--- config.mk ---
export PLATFORM = sky130hd
export DESIGN_NAME = pipe_if_unit
export DESIGN_NICKNAME = d
export VERILOG_FILES = /design/src/rtl/pipe_if_unit.sv
export SDC_FILE = /design/constraint.sdc
export NUM_CORES = 1
export LEC_CHECK = 0
export CORE_AREA = 2 2 147 149
export DETAILED_ROUTE_END_ITERATION = 16
export DIE_AREA = 0 0 149 151
export PLACE_DENSITY = 0.78
export SLEW_MARGIN = 40
export SYNTH_ARGS = -nofsm -noshare
export SYNTH_HDL_FRONTEND = slang
export SYNTH_SLANG_ARGS = --single-unit
--- constraint.sdc ---
create_clock -name clock -period 2 [get_ports clock]
set_input_delay 0.2 -clock clock [delete_from_list [all_inputs] [get_ports clock]]
set_output_delay 0.2 -clock clock [all_outputs]
set_load 0.03 [all_outputs]
--- src/rtl/pipe_if_unit.sv ---
// Instruction-fetch stage: PC register, instruction-memory handshake and the IF/ID
// instruction register, with stall buffering and wrong-path squashing.
module pipe_if_unit #(
  parameter logic [31:0] RESET_PC = 32'h0000_0000,
  parameter logic [31:0] NOP_WORD = 32'h0000_0000
) (
  input  logic        clock,
  input  logic        resetn,
  input  logic [1:0]  pcsource,
  input  logic [31:0] bpc,
  input  logic [31:0] da,
  input  logic [31:0] jpc,
  input  logic        wpcir,
  input  logic        jwait,
  output logic        imem_req,
  output logic [31:0] imem_addr,
  input  logic [31:0] imem_rdata,
  input  logic        imem_ack,
  output logic [31:0] pc,
  output logic [31:0] dpc4,
  output logic [31:0] inst,
  output logic        inst_valid
);

  typedef enum logic [1:0] {
    IDLE  = 2'd0,
    FETCH = 2'd1,
    HOLD  = 2'd2
  } state_t;

  state_t      state_q, state_d;
  logic [31:0] pc_q, pc_d;
  logic [31:0] dpc4_q, dpc4_d;
  logic [31:0] inst_q, inst_d;
  logic        inst_valid_q, inst_valid_d;
  logic        req_q, req_d;
  logic [31:0] hold_buf_q, hold_buf_d;
  logic [31:0] redir_pc_q, redir_pc_d;
  logic        redir_pend_q, redir_pend_d;

  logic [31:0] pc_plus4_s;
  logic [31:0] npc_s;
  logic        redirect_s;

  // Next-PC select; pc+4 wraps naturally at 2^32.
  always_comb begin
    pc_plus4_s = pc_q + 32'd4;
    redirect_s = (pcsource != 2'b00) && wpcir;
    case (pcsource)
      2'b00:   npc_s = pc_plus4_s;
      2'b01:   npc_s = bpc;
      2'b10:   npc_s = da;
      2'b11:   npc_s = jpc;
      default: npc_s = pc_plus4_s;
    endcase
  end

  // Fetch FSM next-state and datapath updates.
  always_comb begin
    state_d      = state_q;
    pc_d         = pc_q;
    dpc4_d       = dpc4_q;
    inst_d       = inst_q;
    inst_valid_d = inst_valid_q;
    req_d        = req_q;
    hold_buf_d   = hold_buf_q;
    redir_pc_d   = redir_pc_q;
    redir_pend_d = redir_pend_q;

    case (state_q)
      IDLE: begin
        state_d = FETCH;
        req_d   = 1'b1;
      end

      FETCH: begin
        if (imem_ack) begin
          if (redir_pend_q) begin
            // Word belongs to the abandoned path; a fresh redirect still wins.
            inst_d       = NOP_WORD;
            inst_valid_d = 1'b0;
            redir_pend_d = 1'b0;
            if (redirect_s) begin
              pc_d = npc_s;
            end else begin
              pc_d = redir_pc_q;
            end
          end else if (wpcir) begin
            pc_d   = npc_s;
            dpc4_d = pc_plus4_s;
            if (jwait) begin
              inst_d       = NOP_WORD;
              inst_valid_d = 1'b0;
            end else begin
              inst_d       = imem_rdata;
              inst_valid_d = 1'b1;
            end
          end else begin
            hold_buf_d = imem_rdata;
            state_d    = HOLD;
            req_d      = 1'b0;
          end
        end else begin
          if (wpcir) begin
            inst_d       = NOP_WORD;
            inst_valid_d = 1'b0;
            if (redirect_s) begin
              redir_pc_d   = npc_s;
              redir_pend_d = 1'b1;
            end else begin
              redir_pend_d = redir_pend_q;
            end
          end else begin
            inst_d = inst_q;
          end
        end
      end

      HOLD: begin
        if (wpcir) begin
          state_d = FETCH;
          req_d   = 1'b1;
          pc_d    = npc_s;
          dpc4_d  = pc_plus4_s;
          if (redirect_s || jwait) begin
            inst_d       = NOP_WORD;
            inst_valid_d = 1'b0;
          end else begin
            inst_d       = hold_buf_q;
            inst_valid_d = 1'b1;
          end
          if (redirect_s) begin
            hold_buf_d = 32'h0000_0000;
          end else begin
            hold_buf_d = hold_buf_q;
          end
        end else begin
          req_d = 1'b0;
        end
      end

      default: begin
        state_d = IDLE;
        req_d   = 1'b0;
      end
    endcase
  end

  // State register with asynchronous active-low reset.
  always_ff @(posedge clock or negedge resetn) begin
    if (!resetn) begin
      state_q      <= IDLE;
      pc_q         <= RESET_PC;
      dpc4_q       <= 32'h0000_0000;
      inst_q       <= NOP_WORD;
      inst_valid_q <= 1'b0;
      req_q        <= 1'b0;
      hold_buf_q   <= 32'h0000_0000;
      redir_pc_q   <= 32'h0000_0000;
      redir_pend_q <= 1'b0;
    end else begin
      state_q      <= state_d;
      pc_q         <= pc_d;
      dpc4_q       <= dpc4_d;
      inst_q       <= inst_d;
      inst_valid_q <= inst_valid_d;
      req_q        <= req_d;
      hold_buf_q   <= hold_buf_d;
      redir_pc_q   <= redir_pc_d;
      redir_pend_q <= redir_pend_d;
    end
  end

  assign imem_req   = req_q;
  assign imem_addr  = pc_q;
  assign pc         = pc_q;
  assign dpc4       = dpc4_q;
  assign inst       = inst_q;
  assign inst_valid = inst_valid_q;

endmodule

==> results.yml, run 1 <==
outcome:
  status: "finished, violations left"
  violations: "setup timing"
layout:
  mostFrequentLayoutCells: "clkdlybuf4s50_1, nand2_1, dfrtp_1, buf_4, o21ai_0"
  antenna_cells: 0
  final_nets: 1475
  final_common_cell: "clkdlybuf4s50_1"
  design_area_sq_mm: 0.0135
  drive_gt1_share_pct: 18.7
  fillers: 1745
  area_growth_pct: 48.4
  final_util_pct: 64.9
placement:
  placed_area_sq_mm: 0.0128
  hpwl_um: 23800
  io_buffers: 264
  place.gp.congestion: 1.00
yosys:
  syn_nets: 1157
  yosys_register_bits: 165
  yosys.cell_types.count: 64
  ys.warnings.count: 0
  synth-seq-area-share_pct: 45.3
  syn_area_sq_mm: 0.00911
  ys.flop_type: "dfrtp_1"
  async_reset_ff_share_pct: 100
  ys_top_cells_by_area: "dfrtp_1, nand2_1, o21ai_0, a21oi_1, a32oi_1"
  avgSynthCellArea_sq_um: 8.92
  synth_largest_area_cell: "dfrtp_1"
  synth_top_area_share_pct: 45.3
  synth_edf_count: 0
  syn_inst: 1021
die:
  ios: 265
  coreArea_sq_mm: 0.0208
  fp.dieW_um: 149
  start_util_pct: 43.7
  row_count: 53
  fp.dieArea_sq_mm: 0.0225
  dieHeight_um: 151
global_route:
  grt_max_degree: 63
  grt_first_pass_wirelength_um: 49000
  grt_usage_pct: 27.9
  grt_pass1_vias: 8957
  antenna_found_initial: 1
  overflow: 0
sta:
  rsz0062_at_grt: "true"
  holdWs_ns: 0.231
  final_max_slew_viol_count: 0
  max_freq_mhz: 493
  report.final.hold_viol_count: 0
  setup_slack_ns: -0.0276
  max_slew_margin_pct: 68.4
  tightest_slew_ns: 0.474
  finalCritPeriodShare_pct: 101
  skew_ns: 0.0101
  final.min_clock_period_ns: 2.03
  setup_viol: 1
routing:
  firstDrtPassIters: 7
  ant_nets: 0
  avgRoutedWirePerCell_um: 19.4
  drt_iter0_drc: 756
  wirelength_um: 31500
  via_per_inst: 5.74
  vias: 9340
  drc: 0
flow_run:
  drv_cap: 0
clock_network:
  clock_sinks: 165
  cts_buffer_depth: 2
  cts_made_buffers: 17
  cts_root_buf: "clkbuf_16"
  path_clk_slew_ns: 0.08
  cts_max_level: 4
  clkLatencyLatePin_ns: 0.44
  cts_tree: "yes"
critical_path:
  cp.required_ns: 2.32
  crit_path_max_fanout: 4
  cp.arrival_ns: 2.35
  crit_type: "flip-flop to flip-flop"
  start_kind: "flip-flop"
  endpoint_kind: "flip-flop"
pwr:
  p_total_mw: 19.8
  p_leak_nw: 5.68
  power_density_mw_per_mm2: 1470
  ir_drop_uv: 847
hold_path:
  holdCritPathClass: "input port to asynchronous set/reset pin"
==> state kept, by name, indices dropped and copies added (netlist names) <==
signal and cells:
redir_pend_q 1, inst 32, dpc4 32, hold_buf_q 32, state_q 2, redir_pc_q 32
imem_req 1, inst_valid 1, imem_addr 32
==> area by class of cell <==
cell class                 instances  area, sq um  area share, %
clock inverter                    15          174           1.29
inverter                          12         45.0          0.333
sequential                       165         4150           30.7
tap                              275          344           2.55
clock buffer                      17          425           3.15
timing repair buffer             413         3930           29.1
multi-input combinational        730         4450           32.9
==> path summary, 6_finish.rpt <==
path                          startpoint            end  slack (ns)  cells after the start
max                         imem_addr[3]  imem_addr[28]       -0.03                      6
min                               resetn       dpc4[25]        0.23                      2
max reg2reg                 imem_addr[3]  imem_addr[28]       -0.03                      6
min reg2reg                     dpc4[13]       dpc4[13]        0.48                      2
max in group asynchronous         resetn       imem_req        1.08                      3
min in group clock         imem_rdata[5]  hold_buf_q[5]        0.34                      3
==> stage by stage <==
step | TNS, ns | setup slack [ns] | instances
after floorplan | -0.143 | -0.0728 | 1021
after global placement | -2.57 | -0.293 | 1591
after detailed placement | -4.53 | -0.239 | 1591
after CTS | 0 | 0.00590 | 1624
after global routing | -0.0601 | -0.0515 | 1627
final | -0.0276 | -0.0276 | 1627
==> layer usage <==
metal	GRT usage [%]	share of wire (%)	wire, um	up-vias
li1	-	-	-	4317
met1	36.8	40	12700	4417
met2	44.4	47	14700	521
met3	6.81	9.7	3050	85
met4	11.0	3.6	1120	0
met5	0	0	0	-
==> cell usage after synthesis, types with 15 or more instances <==
master,instances
a32oi_1,35
xnor2_1,22
o211ai_1,15
mux2i_1,22
buf_4,36
o21ai_0,107
dfrtp_1,165
a21oi_1,67
nand2_1,163
nor2_1,81
a22oi_1,19
clkbuf_1,59
mux2_2,27
==> critical path, stage by stage, from the launching register on <==
cell	delay, ns
dfrtp_2	0.43
ha_4	0.15
and4_4	0.23
nand4_1	0.18
or4_4	0.51
mux2i_1	0.14
a221o_1	0.27
==> cells by family (layout without fill, tap and decap cells) <==
family	count (synthesis)	count (layout)	synth area share, %
fa+ha+maj	1	1	0.137
compound gates	331	331	23.6
xor+xnor	26	26	2.50
buf+inv	126	457	6.91
flops	165	165	45.3
simple gates	323	323	15.7
mux	49	49	5.76
==> power by group <==
| part | switching [mW] | internal, mW |
|---|---|---|
| logic | 5.95 | 4.45 |
| registers | 1.10 | 4.88 |
| clock network | 1.62 | 1.80 |
| total | 8.68 | 11.1 |
==> repair_timing <==
item	4_1_cts	5_1_grt
endpoints found under the setup margin	5	35
hold buffers	1	0
endpoints found under the hold margin	39	0
pin swaps	0	1
setup buffers	0	3
resized for setup	3	10
No activity file was read; power rests on OpenSTA's default activity.
==> inputs of run 2 (changes only) <==
--- a/config.mk
+++ b/config.mk
@@ -11,2 +11,3 @@
 export PLACE_DENSITY = 0.78
+export REMOVE_ABC_BUFFERS = 1
 export SLEW_MARGIN = 40
--- a/constraint.sdc
+++ b/constraint.sdc
@@ -3,2 +3,2 @@
 set_output_delay 0.2 -clock clock [all_outputs]
-set_load 0.03 [all_outputs]
+set_load 0.1 [all_outputs]
==> run 2 against run 1 <==
The flow now finishes without violations. Design area down 1.1%. Final cell count barely moved. Die area unchanged. Sequential share of layout area rose by 0.21 points. Flip-flop and latch count unchanged. First-iteration DRC count grew 11%. Fmax is 2.3% higher.
==> results.yml, run 2 (synthesis gave the netlist of run 1 again) <==
die:
  ios: 265
  dieHeight_um: 151
  coreArea_sq_mm: 0.0208
  fp.dieArea_sq_mm: 0.0225
  row_count: 53
  start_util_pct: 43.7
  fp.dieW_um: 149
critical_path:
  crit_path_max_fanout: 10
  start_kind: "flip-flop"
  worstRegToRegCells: 5
  cp.arrival_ns: 2.30
  cp.required_ns: 2.32
  crit_type: "flip-flop to flip-flop"
  endpoint_kind: "flip-flop"
global_route:
  grt_pass1_vias: 8979
  grt_usage_pct: 27.4
  antenna_found_initial: 0
  grt_first_pass_wirelength_um: 48200
  overflow: 0
  grt_max_degree: 46
sta:
  final.min_clock_period_ns: 1.98
  final_max_slew_viol_count: 0
  max_freq_mhz: 504
  rsz0062_at_grt: "true"
  tightest_slew_ns: 0.548
  skew_ns: 0.00812
  max_slew_margin_pct: 63.5
  report.final.hold_viol_count: 0
  setup_viol: 0
  setup_slack_ns: 0.0178
  holdWs_ns: 0.259
  finalCritPeriodShare_pct: 99.1
routing:
  avgRoutedWirePerCell_um: 19.1
  wirelength_um: 31100
  ant_nets: 0
  top_layer: "met4"
  via_per_inst: 5.78
  route.met2.wl_um: 14900
  dr_wl_met3_um: 2680
  wl_met1_um: 12700
  drt_iter0_drc: 842
  firstDrtPassIters: 5
  drc: 0
  vias: 9413
layout:
  area_growth_pct: 46.7
  fillers: 1705
  drive_gt1_share_pct: 28.1
  final_nets: 1475
  mostFrequentLayoutCells: "buf_4, dfrtp_1, nand2_1, clkdlybuf4s50_1, o21ai_0"
  final_common_cell: "buf_4"
clock_network:
  cts_tree: "yes"
  cts_max_level: 4
  cts_made_buffers: 17
  cts_root_buf: "clkbuf_16"
  clock_sinks: 165
  clkLatencyLatePin_ns: 0.44
  cts_buffer_depth: 2
  path_clk_slew_ns: 0.07
placement:
  place.gp.congestion: 0.964
  hpwl_um: 23200
  io_buffers: 264
  place_ws_ns: -0.122
hold_path:
  holdCritPathClass: "input port to asynchronous set/reset pin"
flow_run:
  drv_cap: 0
outcome:
  status: "completed"
run 2: cell count changes in the layout (fill, tap and decap cells not counted), sizes merged:
cell and change:
clkinvlp +1, clkinv +3, buf +130, diode +1, dlymetal6s2s -2, clkdlybuf4s50 -128
bufinv +3, inv -7
run 2: layer usage:
layer | vias up | GRT usage (%)
li1 | 4307 | -
met1 | 4518 | 37.6
met2 | 519 | 43.9
met3 | 69 | 4.13
met4 | 0 | 10.3
met5 | - | 0
run 2: metrics by stage:
stage          utilization (%)  instances  TNS [ns]  instance area (sq um)
6_report                  64.2       1628         0                  13400
5_1_grt                   64.2       1627    -0.194                  13400
4_1_cts                   63.4       1625   -0.0310                  13200
3_5_place_dp              60.2       1590     -1.95                  12500
3_3_place_gp              60.2       1590     -1.11                  12500
2_1_floorplan                -        907   -264.56                   8520
run 2: worst max-delay path: stages (launching register included):
cell and delay (ns):
dfrtp_1 0.44, nand2b_2 0.32, and2_2 0.33, nor2_1 0.35, a21oi_1 0.13, o221a_2 0.29
run 2: worst paths after layout:
check / slack [ns] / end / start
worst max-delay path: 0.02 / imem_addr[16] / state_q[0]
min in group clock: 0.35 / hold_buf_q[31] / imem_rdata[31]
worst min register to register: 0.47 / redir_pc_q[0] / redir_pc_q[0]
worst min-delay path: 0.26 / dpc4[30] / resetn
worst max register to register: 0.02 / imem_addr[16] / state_q[0]
max in group asynchronous: 1.04 / dpc4[11] / resetn
run 2: area by class of cell:
cell class	instances	area, sq um	share of cell area (%)
tap	275	344	2.57
clock buffer	17	425	3.18
timing repair buffer	413	3700	27.7
clock inverter	15	221	1.66
antenna	1	2.50	0.0187
sequential	165	4130	30.9
inverter	12	45.0	0.337
multi-input combinational	730	4500	33.7
run 2: what timing repair did:
action / in CTS / in global routing
buffers inserted: 2 / 2
endpoints found under the hold margin: 40 / 0
gates resized for setup: 3 / 33
hold buffers: 1 / 0
pin swaps: 1 / 14
endpoints found under the setup margin: 5 / 50
Power of run 2 is not shown: default switching activity piles up to over one toggle a cycle in this logic, so the estimate is an artifact.
